===== src/rtl/rtc_lector_digitos_if.sv =====
// Multiplexed RTC address/data bus seen from the reader (master) and the RTC (slave).
interface rtc_lector_digitos_if;
  logic [7:0] ad_out;
  logic       ad_oe;
  logic [7:0] ad_in;
  logic       a_d;
  logic       cs_n;
  logic       wr_n;
  logic       rd_n;

  modport master (output ad_out, ad_oe, a_d, cs_n, wr_n, rd_n, input ad_in);
  modport slave  (input ad_out, ad_oe, a_d, cs_n, wr_n, rd_n, output ad_in);
endinterface


===== src/rtl/rtc_lector_digitos.sv =====
// RTC sweep reader: reads the nine time/date/timer registers over the
// multiplexed bus into a shadow buffer, then publishes every display digit in
// one cycle so the screen never shows a half-updated time.
module rtc_lector_digitos #(
  parameter int T_PULSO = 4
) (
  input  logic                 clock,
  input  logic                 reset,
  input  logic                 leer,
  rtc_lector_digitos_if.master bus,
  output logic [3:0]           digit0_SS,   digit1_SS,
  output logic [3:0]           digit0_MM,   digit1_MM,
  output logic [3:0]           digit0_HH,   digit1_HH,
  output logic [3:0]           digit0_DAY,  digit1_DAY,
  output logic [3:0]           digit0_MES,  digit1_MES,
  output logic [3:0]           digit0_YEAR, digit1_YEAR,
  output logic [3:0]           digit0_SS_T, digit1_SS_T,
  output logic [3:0]           digit0_MM_T, digit1_MM_T,
  output logic [3:0]           digit0_HH_T, digit1_HH_T,
  output logic                 AM_PM,
  output logic                 formato_hora,
  output logic                 hecho
);
  localparam int CW = (T_PULSO > 1) ? $clog2(T_PULSO) : 1;

  typedef enum logic [2:0] {IDLE, A_SET, A_WR, A_HOLD, TURN, D_RD, D_END, COMMIT} state_t;

  state_t          state, state_nx;
  logic [CW-1:0]   cnt;
  logic            last;
  logic [3:0]      index;
  logic [8:0][7:0] shadow;
  logic [7:0]      addr;

  assign last = (cnt == CW'(T_PULSO - 1));
  // 21h..26h for the clock/date, 41h..43h for the timer
  assign addr = (index < 4'd6) ? (8'h21 + {4'h0, index}) : (8'h3B + {4'h0, index});

  // state register
  always_ff @(posedge clock or negedge reset) begin
    if (!reset) state <= IDLE;
    else        state <= state_nx;
  end

  // next-state logic; strobe phases last T_PULSO cycles
  always_comb begin
    state_nx = state;
    case (state)
      IDLE:    if (leer) state_nx = A_SET;
      A_SET:   state_nx = A_WR;
      A_WR:    if (last) state_nx = A_HOLD;
      A_HOLD:  state_nx = TURN;
      TURN:    state_nx = D_RD;
      D_RD:    if (last) state_nx = D_END;
      D_END:   state_nx = (index == 4'd8) ? COMMIT : A_SET;
      COMMIT:  state_nx = IDLE;
      default: state_nx = IDLE;
    endcase
  end

  // bus strobes decoded from state; ad_oe is never high while rd_n is low
  always_comb begin
    bus.cs_n   = 1'b1;
    bus.wr_n   = 1'b1;
    bus.rd_n   = 1'b1;
    bus.ad_oe  = 1'b0;
    bus.a_d    = 1'b1;
    bus.ad_out = 8'h00;
    case (state)
      A_SET, A_HOLD: begin
        bus.cs_n = 1'b0; bus.a_d = 1'b0; bus.ad_oe = 1'b1; bus.ad_out = addr;
      end
      A_WR: begin
        bus.cs_n = 1'b0; bus.a_d = 1'b0; bus.ad_oe = 1'b1; bus.ad_out = addr;
        bus.wr_n = 1'b0;
      end
      TURN:    bus.cs_n = 1'b0;
      D_RD:    begin bus.cs_n = 1'b0; bus.rd_n = 1'b0; end
      default: ;
    endcase
    hecho = (state == COMMIT);
  end

  // strobe width counter, register index and shadow capture
  always_ff @(posedge clock or negedge reset) begin
    if (!reset) begin
      cnt    <= '0;
      index  <= '0;
      shadow <= '0;
    end else begin
      if ((state == A_WR || state == D_RD) && !last) cnt <= cnt + 1'b1;
      else                                           cnt <= '0;
      if (state == IDLE && leer)  index <= '0;
      else if (state == D_END)    index <= (index == 4'd8) ? 4'd0 : index + 4'd1;
      if (state == D_RD && last)  shadow[index] <= bus.ad_in;
    end
  end

  // publish all digits at once as the sweep commits (visible during COMMIT)
  always_ff @(posedge clock or negedge reset) begin
    if (!reset) begin
      {digit0_SS, digit1_SS, digit0_MM, digit1_MM, digit0_HH, digit1_HH}             <= '0;
      {digit0_DAY, digit1_DAY, digit0_MES, digit1_MES, digit0_YEAR, digit1_YEAR}     <= '0;
      {digit0_SS_T, digit1_SS_T, digit0_MM_T, digit1_MM_T, digit0_HH_T, digit1_HH_T} <= '0;
      AM_PM        <= 1'b0;
      formato_hora <= 1'b0;
    end else if (state == D_END && index == 4'd8) begin
      digit0_SS    <= shadow[0][3:0];  digit1_SS    <= {1'b0, shadow[0][6:4]};
      digit0_MM    <= shadow[1][3:0];  digit1_MM    <= {1'b0, shadow[1][6:4]};
      digit0_HH    <= shadow[2][3:0];
      // bit 7 selects 12 h mode, where bit 5 becomes the PM flag
      digit1_HH    <= shadow[2][7] ? {3'b000, shadow[2][4]} : {2'b00, shadow[2][5:4]};
      AM_PM        <= shadow[2][7] & shadow[2][5];
      formato_hora <= shadow[2][7];
      digit0_DAY   <= shadow[3][3:0];  digit1_DAY   <= {2'b00, shadow[3][5:4]};
      digit0_MES   <= shadow[4][3:0];  digit1_MES   <= {3'b000, shadow[4][4]};
      digit0_YEAR  <= shadow[5][3:0];  digit1_YEAR  <= shadow[5][7:4];
      digit0_SS_T  <= shadow[6][3:0];  digit1_SS_T  <= {1'b0, shadow[6][6:4]};
      digit0_MM_T  <= shadow[7][3:0];  digit1_MM_T  <= {1'b0, shadow[7][6:4]};
      digit0_HH_T  <= shadow[8][3:0];  digit1_HH_T  <= {2'b00, shadow[8][5:4]};
    end
  end
endmodule


===== src/flat_wrapper.sv =====
// flat-port wrapper written by rule: the top's interface ports become plain ports
module rtc_lector_digitos_flat 
#(
  parameter int T_PULSO = 4
)
  (clock, reset, leer, digit0_SS, digit1_SS, digit0_MM, digit1_MM, digit0_HH, digit1_HH, digit0_DAY, digit1_DAY, digit0_MES, digit1_MES, digit0_YEAR, digit1_YEAR, digit0_SS_T, digit1_SS_T, digit0_MM_T, digit1_MM_T, digit0_HH_T, digit1_HH_T, AM_PM, formato_hora, hecho, bus_ad_out, bus_ad_oe, bus_a_d, bus_cs_n, bus_wr_n, bus_rd_n, bus_ad_in);
  rtc_lector_digitos_if bus_i ();
  input  logic clock;
  input  logic reset;
  input  logic leer;
  output logic [3:0] digit0_SS;
  output logic [3:0] digit1_SS;
  output logic [3:0] digit0_MM;
  output logic [3:0] digit1_MM;
  output logic [3:0] digit0_HH;
  output logic [3:0] digit1_HH;
  output logic [3:0] digit0_DAY;
  output logic [3:0] digit1_DAY;
  output logic [3:0] digit0_MES;
  output logic [3:0] digit1_MES;
  output logic [3:0] digit0_YEAR;
  output logic [3:0] digit1_YEAR;
  output logic [3:0] digit0_SS_T;
  output logic [3:0] digit1_SS_T;
  output logic [3:0] digit0_MM_T;
  output logic [3:0] digit1_MM_T;
  output logic [3:0] digit0_HH_T;
  output logic [3:0] digit1_HH_T;
  output logic AM_PM;
  output logic formato_hora;
  output logic hecho;
  output wire logic [$bits(bus_i.ad_out)-1:0] bus_ad_out;
  output wire logic [$bits(bus_i.ad_oe)-1:0] bus_ad_oe;
  output wire logic [$bits(bus_i.a_d)-1:0] bus_a_d;
  output wire logic [$bits(bus_i.cs_n)-1:0] bus_cs_n;
  output wire logic [$bits(bus_i.wr_n)-1:0] bus_wr_n;
  output wire logic [$bits(bus_i.rd_n)-1:0] bus_rd_n;
  input wire logic [$bits(bus_i.ad_in)-1:0] bus_ad_in;
  assign bus_ad_out = bus_i.ad_out;
  assign bus_ad_oe = bus_i.ad_oe;
  assign bus_a_d = bus_i.a_d;
  assign bus_cs_n = bus_i.cs_n;
  assign bus_wr_n = bus_i.wr_n;
  assign bus_rd_n = bus_i.rd_n;
  assign bus_i.ad_in = bus_ad_in;
  rtc_lector_digitos #(.T_PULSO(T_PULSO)) u_core (.clock(clock), .reset(reset), .leer(leer), .bus(bus_i), .digit0_SS(digit0_SS), .digit1_SS(digit1_SS), .digit0_MM(digit0_MM), .digit1_MM(digit1_MM), .digit0_HH(digit0_HH), .digit1_HH(digit1_HH), .digit0_DAY(digit0_DAY), .digit1_DAY(digit1_DAY), .digit0_MES(digit0_MES), .digit1_MES(digit1_MES), .digit0_YEAR(digit0_YEAR), .digit1_YEAR(digit1_YEAR), .digit0_SS_T(digit0_SS_T), .digit1_SS_T(digit1_SS_T), .digit0_MM_T(digit0_MM_T), .digit1_MM_T(digit1_MM_T), .digit0_HH_T(digit0_HH_T), .digit1_HH_T(digit1_HH_T), .AM_PM(AM_PM), .formato_hora(formato_hora), .hecho(hecho));
endmodule

===== config.mk =====
export PLATFORM = sky130hd
export DESIGN_NAME = rtc_lector_digitos_flat
export DESIGN_NICKNAME = d
export VERILOG_FILES = /design/src/rtl/rtc_lector_digitos_if.sv /design/src/rtl/rtc_lector_digitos.sv /design/src/flat_wrapper.sv
export SDC_FILE = /design/constraint.sdc
export NUM_CORES = 1
export LEC_CHECK = 0
export ABC_AREA = 1
export CAP_MARGIN = 10
export CORE_MARGIN = 2
export CORE_UTILIZATION = 25
export DETAILED_ROUTE_END_ITERATION = 16
export SLEW_MARGIN = 0
export SYNTH_ARGS = -nofsm -noshare
export SYNTH_HDL_FRONTEND = slang
export SYNTH_SLANG_ARGS = --single-unit

===== constraint.sdc =====
create_clock -name clock -period 2 [get_ports clock]
set_input_delay 0.2 -clock clock [delete_from_list [all_inputs] [get_ports clock]]
set_output_delay 0.2 -clock clock [all_outputs]
set_load 0.02 [all_outputs]

==> qor.yml, run 1 <==
die_h_um: 152
synthArstFlopShare: 1.00
avgViaCountPerCell: 4.14
cap_violations: 0
placed_area_mm2: 0.00662
routed_wl_mm: 13.4
endpoint_kind: "output port"
ys_warn_count: 0
final_area_mm2: 0.00725
grt_pass1_vias: 3911
fmax_ghz: 0.539
vias: 4090
drt-pass1-iter-count: 4
fin_ws_ps: 146
synth.most_common_cell: "nand2_1"
yosys.cell_types.count: 32
io_pins: 99
synth_cells: 598
period_minus_slack_ps: 1850
worst_setup_path_start_kind: "register"
finalSetupTns_ps: 0
required_ps: 1800
path_clk_slew_ps: 60
skew_ps: 5.83
arrival_ps: 1650
fin_crit_sh: 0.927
grt.total_usage: 0.120
power_uw: 7280
ys_seq_area_frac: 0.591
final-setup-viol-count: 0
chipWidth_um: 152
clkPwrFrac: 0.450
clock-sinks: 130
routedWlPerCell_um: 13.6
clk_latency_ps: 410
grt-ovfl-total: 0
layout.nets: 713
synth_edf_count: 0
synthTopCellsByCount: "nand2_1 (243), dfrtp_1 (130), inv_1 (38), o21ai_1 (35), o21ai_0 (32)"
grt_start_max_net_pins: 52
htreeDepth: 4
root_buffer: "clkbuf_16"
drive_gt1_frac: 0.118
ant_nets: 0
diodes: 0
die_area_mm2: 0.0232
place_ws_ps: 87.2
irDropWorstVdd_mv: 0.681
row_count: 54
hold_violations: 0
yosys.area.top_type: "dfrtp_1"
rsz0062_at_grt: "false"
ys_seq_elements: 130
combPwrFrac: 0.163
synth_top_area_frac: 0.591
p_sw_frac: 0.275
areaGrowthSynthToFinish_pct: 31.8
power.internal_uw: 5280
criticalPathCategory: "register to output port"
worst-path-max-fanout: 6
grt_pass1_wl_mm: 21.7
status: "complete, no violations"
synthFlopType: "dfrtp_1"
avgSynthCellArea_um2: 9.20
drt_first_iter_violations: 204
power_density_mw_per_mm2: 1000
antenna_found_initial: 0
switchingPower_uw: 2010
core_area_mm2: 0.0217
p_leak_uw: 0.00342
initial_core_util: 0.254
cts_tree: "yes"
pwr-share-seq: 0.387
dp.final_hpwl_mm: 9.46
drcViolationCount: 0
io_buffers: 84
fin_util: 0.334
max-clock-path-buffers: 2
ys_top_cells_by_area: "dfrtp_1 (59%), nand2_1 (17%), o21ai_1 (3.2%), o21ai_0 (2.9%), inv_1 (2.6%)"
cts_buffers: 17
report.final.slew_viol_count: 0
min_path_type: "input port to asynchronous set/reset pin"
gp_congestion: 0.782
syn_area_mm2: 0.00550
cells in the final DEF (no fill, tap or decap), drive strengths merged:
| master | netlist | layout |
|---|---|---|
| nor2 | 22 | 22 |
| dfrtp | 130 | 130 |
| clkinvlp | 0 | 5 |
| a21oi | 1 | 1 |
| nand2 | 246 | 246 |
| nand4 | 14 | 14 |
| o31ai | 2 | 2 |
| clkbuf | 3 | 23 |
| dlygate4sd3 | 0 | 1 |
| bufinv | 0 | 4 |
| and3 | 1 | 1 |
| ha | 6 | 6 |
| nand3b | 1 | 1 |
| clkinv | 0 | 1 |
| o22ai | 2 | 2 |
| inv | 43 | 45 |
| clkdlybuf4s50 | 0 | 70 |
| xor2 | 1 | 1 |
| dlygate4sd2 | 0 | 7 |
| xnor2 | 1 | 1 |
| nor3 | 4 | 4 |
| conb | 1 | 14 |
| o21ai | 67 | 67 |
| nand3 | 16 | 16 |
| buf | 37 | 25 |
final timing paths:
kind | endpoint | start | slack (ps) | depth (start not counted)
worst max-delay path | bus_ad_out[5] | u_core.state[1]$_DFFE_PN0P_ | 150 | 5
worst min-delay path | u_core.state[1]$_DFFE_PN0P_ | reset | 270 | 2
worst max register to register | u_core.state[1]$_DFFE_PN0P_ | u_core.index[1]$_DFFE_PN0P_ | 230 | 9
worst min register to register | u_core.cnt[0]$_DFF_PN0_ | u_core.cnt[0]$_DFF_PN0_ | 450 | 1
max in group asynchronous | u_core.digit0_SS_T[2]$_DFFE_PN0P_ | reset | 1080 | 3
min in group clock | u_core.shadow[23]$_DFFE_PN0P_ | bus_ad_in[7] | 380 | 3
registers in the layout (all words and copies together) (netlist names), 3 cells and up:
name and flops:
u_core.digit0_MES 4, u_core.digit0_SS 4, u_core.digit1_YEAR 4, u_core.digit0_YEAR 4, u_core.index 4, u_core.state 3, u_core.digit0_HH 4, u_core.digit1_MM 3
u_core.digit0_MM 4, u_core.digit1_SS_T 3, u_core.shadow 60, u_core.digit1_SS 3, u_core.digit1_MM_T 3, u_core.digit0_DAY 4, u_core.digit0_HH_T 4, u_core.digit0_MM_T 4
u_core.digit0_SS_T 4
critical path: stages (launching register included):
cell and delay, ps:
dfrtp_2 450, nor2_1 190, nor2_1 80, inv_1 150, nor2_1 60, dlygate4sd2_1 320
through the flow:
stage               instances  hold slack [ps]
finish                    989              274
global route              989              312
CTS                       988              281
detailed placement        954              201
global placement          954              189
floorplan                 611            -95.6
cell type report:
| type | instances | area, um2 |
|---|---|---|
| Timing Repair Buffer | 106 | 1000 |
| Clock buffer | 20 | 447 |
| Sequential cell | 130 | 3260 |
| Tap cell | 280 | 350 |
| Multi-Input combinational cell | 398 | 1850 |
| Fill cell | 2267 | 14400 |
| Clock inverter | 12 | 180 |
| Inverter | 43 | 164 |
power groups by stage:
stage	Combinational (uW)	Clock [uW]	Sequential, uW
2_1_floorplan	690	0	2880
3_5_place_dp	1240	0	2870
4_1_cts	1190	3350	2820
3_3_place_gp	1240	0	2860
6_report	1190	3270	2820
5_1_grt	1320	3470	2840
cell families after synthesis:
logic type / share of synthesized area
and+or+nand+nor: 0.240
buffers and inverters: 0.0839
other: 0.000682
AOI/OAI and AO/OA: 0.0669
xor gates and xnor gates: 0.00318
DFF: 0.591
adders and majority gates: 0.0136
layer usage:
| metal | routed length, um | up-vias | track usage |
|---|---|---|---|
| met5 | 0 | - | 0 |
| met4 | 172 | 0 | 0.0418 |
| met3 | 659 | 10 | 0.0370 |
| met2 | 6380 | 79 | 0.185 |
| met1 | 6210 | 1939 | 0.160 |
| li1 | - | 2062 | - |
what timing repair did:
| item | in CTS | in global routing |
|---|---|---|
| setup buffers | 1 | 1 |
| hold buffers | 1 | 0 |
| setup endpoints to repair | 13 | 5 |
| endpoints found under the hold margin | 31 | 0 |
| resized for setup | 27 | 9 |
Power figures use the tool's default switching activity.
==> run 2: changes to the inputs <==
--- a/config.mk
+++ b/config.mk
@@ -10,6 +10,7 @@
 export CORE_MARGIN = 2
 export CORE_UTILIZATION = 25
 export DETAILED_ROUTE_END_ITERATION = 16
+export REMOVE_ABC_BUFFERS = 1
 export SLEW_MARGIN = 0
 export SYNTH_ARGS = -nofsm -noshare
 export SYNTH_HDL_FRONTEND = slang
==> qor.yml, run 2 (synthesized netlist as in run 1, its figures left out) <==
status: "complete, no violations"  # unchanged
routed_wl_mm: 13.3  # was 13.4 mm
fill_cells: 2273  # was 2267
mostFrequentLayoutCell: "nand2_1"  # unchanged
root_buffer: "clkbuf_16"  # unchanged
htreeDepth: 4  # unchanged
period_minus_slack_ps: 1870  # was 1850 ps
switchingPower_uw: 2060  # was 2010 uW
endpoint_kind: "output port"  # unchanged
regMostFlops: "u_core.shadow"  # unchanged
layout.nets: 717  # was 713
drive_gt1_frac: 0.122  # was 0.118
grt-ovfl-total: 0  # unchanged
slew_headroom: 0.591
seqCellArea_mm2: 0.00325  # was 0.00326 mm2
combPwrFrac: 0.175  # was 0.163
areaGrowthSynthToFinish_pct: 31.5  # was 31.8%
grt_pass1_wl_mm: 22.0  # was 21.7 mm
routedWlPerCell_um: 13.4  # was 13.6 um
die_area_mm2: 0.0232  # unchanged
die_h_um: 152  # unchanged
drt-pass1-iter-count: 6  # was 4
irDropWorstVdd_mv: 0.569  # was 0.681 mV
antenna_found_initial: 0  # unchanged
largest_reg_flops: 60  # unchanged
multi_input_area_mm2: 0.00184  # was 0.00185 mm2
ant_nets: 0  # unchanged
power_uw: 6960  # was 7280 uW
arrival_ps: 1670  # was 1650 ps
regToRegStartpoint: "u_core.index[1]$_DFFE_PN0P_"  # unchanged
finalSetupTns_ps: 0  # unchanged
row_count: 54  # unchanged
clock-sinks: 130  # unchanged
power_density_mw_per_mm2: 962  # was 1000 mW/mm2
chipWidth_um: 152  # unchanged
r2r_end: "u_core.state[1]$_DFFE_PN0P_"  # unchanged
max-clock-path-buffers: 2  # unchanged
io_pins: 99  # unchanged
cap_violations: 0  # unchanged
worst_setup_path_start_kind: "register"  # unchanged
dp.final_hpwl_mm: 9.28  # was 9.46 mm
min_path_type: "input port to asynchronous set/reset pin"  # unchanged
wl_met3_um: 625  # was 659 um
place_ws_ps: 78.7  # was 87.2 ps
path_clk_slew_ps: 60  # about the same
drcViolationCount: 0  # unchanged
avgViaCountPerCell: 4.11  # was 4.14
clkPwrFrac: 0.422  # was 0.450
initial_core_util: 0.254  # unchanged
reg2reg_slack_ps: 280  # was 230 ps
final_cell_mix: "nand2_1 (242), dfrtp_1 (129), clkdlybuf4s50_1 (70)"  # was nand2_1 (242), dfrtp_1 (128), clkdlybuf4s50_1 (70)
clk_latency_ps: 410  # about the same
worst-path-max-fanout: 4  # was 6
hold_violations: 0  # unchanged
fin_ws_ps: 135  # was 146 ps
vias: 4083  # was 4090
fin_crit_sh: 0.933  # was 0.927
p_leak_uw: 0.00342  # about the same
grt.total_usage: 0.121  # was 0.120
fmax_ghz: 0.536  # was 0.539 GHz
skew_ps: 7.15  # was 5.83 ps
highest_layer: "met4"  # unchanged
required_ps: 1800  # about the same
drt_first_iter_violations: 210  # was 204
diodes: 0  # unchanged
core_area_mm2: 0.0217  # unchanged
io_buffers: 84  # unchanged
p_sw_frac: 0.297  # was 0.275
wl_met1_mm: 6.17  # was 6.21 mm
pwr-share-seq: 0.403  # was 0.387
final-setup-viol-count: 0  # unchanged
grt_pass1_vias: 3998  # was 3911
cts_buffers: 17  # unchanged
cts_tree: "yes"  # unchanged
grt_start_max_net_pins: 37  # was 52
wl_met2_mm: 6.39  # was 6.38 mm
rsz0062_at_grt: "false"  # unchanged
power.internal_uw: 4890  # was 5280 uW
criticalPathCategory: "register to output port"  # unchanged
worst-r2r-cell-count: 9  # unchanged
report.final.slew_viol_count: 0  # unchanged
worstMarginPinSlew_ps: 611
gp_congestion: 0.750  # was 0.782
run 2: changes by cell type in the layout (fill, tap and decap cells not counted), moves of 2 or more:
| cell | delta |
|---|---|
| buf_4 | +3 |
| bufinv_16 | -3 |
| clkbuf_2 | -3 |
| clkinv_4 | +3 |
| dlymetal6s2s_1 | +2 |
| inv_1 | -2 |
| inv_2 | +2 |
run 2: stage by stage:
stage | cell area (um2) | utilization | cells | hold slack [ps]
floorplan | 5250 | - | 571 | -95.6
global placement | 6670 | 0.308 | 959 | 205
detailed placement | 6670 | 0.308 | 959 | 206
CTS | 7230 | 0.333 | 992 | 295
global route | 7230 | 0.334 | 993 | 344
finish | 7230 | 0.334 | 993 | 302
run 2: how the worst max path moves through the flow:
stage                     cells after the start  slack (ps)                       end                         from
after floorplan                               8       -1070  u_core.AM_PM$_DFFE_PN0P_  u_core.index[0]$_DFFE_PN0P_
after global placement                        6          90             bus_ad_out[6]  u_core.index[1]$_DFFE_PN0P_
after detailed placement                      6          80             bus_ad_out[6]  u_core.index[1]$_DFFE_PN0P_
after CTS                                     6           9             bus_ad_out[2]  u_core.index[0]$_DFFE_PN0P_
after global routing                          6           3             bus_ad_out[1]  u_core.index[0]$_DFFE_PN0P_
final                                         5         130             bus_ad_out[3]  u_core.index[0]$_DFFE_PN0P_
run 2: repair_timing:
item / in CTS / in global routing
hold endpoints to repair: 30 / 0
buffers inserted: 0 / 1
hold buffers: 1 / 0
gates resized for setup: 24 / 8
endpoints found under the setup margin: 11 / 5
run 2: routing by layer:
layer / track usage / vias up
li1: - / 2064
met5: 0 / -
met2: 0.198 / 86
met1: 0.155 / 1921
met4: 0.0360 / 0
met3: 0.0338 / 12
run 2: cell type report:
class	instances	area share
repair buffers	110	0.147
well taps	280	0.0484
inverters	43	0.0227
clock inverters	14	0.0183
flip-flops and latches	130	0.450
multi-input cells	398	0.255
clock buffers	18	0.0593
run 2: worst max-delay path, stage by stage, from the launching register on:
cell and delay (ps):
dfrtp_1 420, buf_4 150, buf_4 130, o21ai_0 170, nor3_1 70, dlygate4sd2_1 320
run 2: power groups by stage:
stage / registers [uW] / logic, uW / clock network (uW)
4_1_cts: 2800 / 1220 / 3030
2_1_floorplan: 2890 / 657 / 0
3_3_place_gp: 2840 / 1280 / 0
6_report: 2800 / 1220 / 2940
5_1_grt: 2820 / 1350 / 3130
3_5_place_dp: 2850 / 1280 / 0
==> run 3: changes to the inputs <==
--- a/config.mk
+++ b/config.mk
@@ -7,9 +7,11 @@
 export LEC_CHECK = 0
 export ABC_AREA = 1
 export CAP_MARGIN = 10
+export CORE_ASPECT_RATIO = 0.6
 export CORE_MARGIN = 2
 export CORE_UTILIZATION = 25
 export DETAILED_ROUTE_END_ITERATION = 16
+export GPL_ROUTABILITY_DRIVEN = 0
 export REMOVE_ABC_BUFFERS = 1
 export SLEW_MARGIN = 0
 export SYNTH_ARGS = -nofsm -noshare
==> qor.yml, run 3 (synthesized netlist as in run 1, its figures left out) <==
grt_start_max_net_pins: 83  # was 37
hold_violations: 0  # unchanged
chipWidth_um: 196  # was 152 um
cts_tree: "yes"  # unchanged
io_pins: 99  # unchanged
ant_nets: 0  # unchanged
cap_violations: 0  # unchanged
root_buffer: "clkbuf_16"  # unchanged
clk_latency_ps: 420  # was 410 ps
final_area_mm2: 0.00725  # was 0.00723 mm2
core_area_mm2: 0.0213  # was 0.0217 mm2
power_density_mw_per_mm2: 1000  # was 962 mW/mm2
clock-sinks: 130  # unchanged
final_cell_mix: "nand2_1 (242), dfrtp_1 (129), clkdlybuf4s50_1 (70)"  # unchanged
regMostFlops: "u_core.shadow"  # unchanged
grt-ovfl-total: 0  # unchanged
status: "complete, no violations"  # unchanged
irDropWorstVdd_mv: 0.893  # was 0.569 mV
layout.nets: 714  # was 717
arrival_ps: 1670  # about the same
areaGrowthSynthToFinish_pct: 31.8  # was 31.5%
p_leak_uw: 0.00345  # was 0.00342 uW
avgViaCountPerCell: 4.16  # was 4.11
min_path_type: "input port to asynchronous set/reset pin"  # unchanged
power_uw: 7270  # was 6960 uW
dp.final_hpwl_mm: 9.83  # was 9.28 mm
antenna_found_initial: 0  # unchanged
slew_headroom: 0.607  # was 0.591
criticalPathCategory: "register to output port"  # unchanged
place_ws_ps: 31.4  # was 78.7 ps
drive_gt1_frac: 0.117  # was 0.122
htreeDepth: 4  # unchanged
fmax_ghz: 0.534  # was 0.536 GHz
worst-path-max-fanout: 3  # was 4
placed_area_mm2: 0.00664  # was 0.00667 mm2
finalSetupTns_ps: 0  # unchanged
timing.hold.ws_ps: 260  # was 302 ps
critPathLaunch: "u_core.index[0]$_DFFE_PN0P_"  # unchanged
grt_pass1_wl_mm: 23.8  # was 22.0 mm
worstMarginPinSlew_ps: 587  # was 611 ps
diodes: 0  # unchanged
grt.total_usage: 0.134  # was 0.121
io_buffers: 84  # unchanged
worst_setup_path_start_kind: "register"  # unchanged
initial_core_util: 0.258  # was 0.254
vias: 4110  # was 4083
final-setup-viol-count: 0  # unchanged
routed_wl_mm: 14.4  # was 13.3 mm
largest_reg_flops: 60  # unchanged
endpoint_kind: "output port"  # unchanged
fill_cells: 2180  # was 2273
die_h_um: 119  # was 152 um
max-clock-path-buffers: 2  # unchanged
drcViolationCount: 0  # unchanged
report.final.slew_viol_count: 0  # unchanged
row_count: 41  # was 54
die_area_mm2: 0.0232  # about the same
cts_buffers: 17  # unchanged
period_minus_slack_ps: 1870  # about the same
skew_ps: 9.65  # was 7.15 ps
fin_crit_sh: 0.936  # was 0.933
drt_first_iter_violations: 181  # was 210
mostFrequentLayoutCell: "nand2_1"  # unchanged
path_clk_slew_ps: 60  # about the same
grt_pass1_vias: 4225  # was 3998
fin_ws_ps: 128  # was 135 ps
regToRegStartpoint: "u_core.index[0]$_DFFE_PN0P_"  # was u_core.index[1]$_DFFE_PN0P_
required_ps: 1800  # about the same
routedWlPerCell_um: 14.5  # was 13.4 um
drt-pass1-iter-count: 4  # was 6
==> run 3: cell types whose count changed in the layout (fill, tap and decap cells not counted), sizes merged <==
| cell | before | now |
|---|---|---|
| buf | 30 | 26 |
| bufinv | 1 | 3 |
| clkbuf | 18 | 24 |
| clkinvlp | 6 | 2 |
| dlygate4sd2 | 7 | 8 |
| dlymetal6s2s | 2 | 1 |
| inv | 46 | 43 |
==> run 3: report_power, final <==
part           internal [uW]  total (uW)  switching (uW)
sequential              2740        2810            68.2
combinational            440        1250             815
clock                   2050        3210            1150
==> run 3: cell type report <==
type / count / area (um2) / share of cell area
inverters: 43 / 164 / 0.0226
multi-input cells: 398 / 1850 / 0.255
well taps: 279 / 349 / 0.0481
repair buffers: 107 / 1030 / 0.142
clock inverters: 9 / 129 / 0.0178
flip-flops and latches: 130 / 3250 / 0.449
clock buffers: 23 / 478 / 0.0659
==> run 3: metrics by stage <==
stage          utilization  instances
2_1_floorplan            -        571
3_3_place_gp         0.312        955
3_5_place_dp         0.312        955
6_report             0.341        989
5_1_grt              0.341        989
4_1_cts              0.341        988
==> run 3: path summary, 6_finish.rpt <==
| path | slack (ps) | depth (start not counted) | end |
|---|---|---|---|
| min | 260 | 2 | u_core.digit0_YEAR[3]$_DFFE_PN0P_ |
| min in group clock | 350 | 3 | u_core.shadow[23]$_DFFE_PN0P_ |
| max | 130 | 6 | bus_ad_out[1] |
| min reg2reg | 440 | 1 | u_core.cnt[0]$_DFF_PN0_ |
| max reg2reg | 220 | 7 | u_core.digit1_HH[1]$_DFFE_PN0P_ |
| max in group asynchronous | 1130 | 3 | u_core.index[1]$_DFFE_PN0P_ |
==> run 3: critical path, cell delays in order, from the launching register on <==
cell and delay [ps]:
dfrtp_1 400, inv_1 130, ha_1 260, inv_1 80
nor2_1 50, nor3_1 140, buf_2 190
==> run 3: what timing repair did <==
item                                    CTS  global route
hold buffers                              1             0
pin swaps                                 0             0
endpoints found under the setup margin   12             7
resized for setup                        24             8
hold endpoints to repair                 33             0
setup buffers                             0             1
==> run 3: layer usage <==
layer | up-vias | track usage | routed length [um]
met1 | 1943 | 0.201 | 7820
met4 | 0 | 0.0310 | 111
met5 | - | 0 | 0
li1 | 2068 | - | -
met2 | 86 | 0.181 | 5730
met3 | 13 | 0.0450 | 708
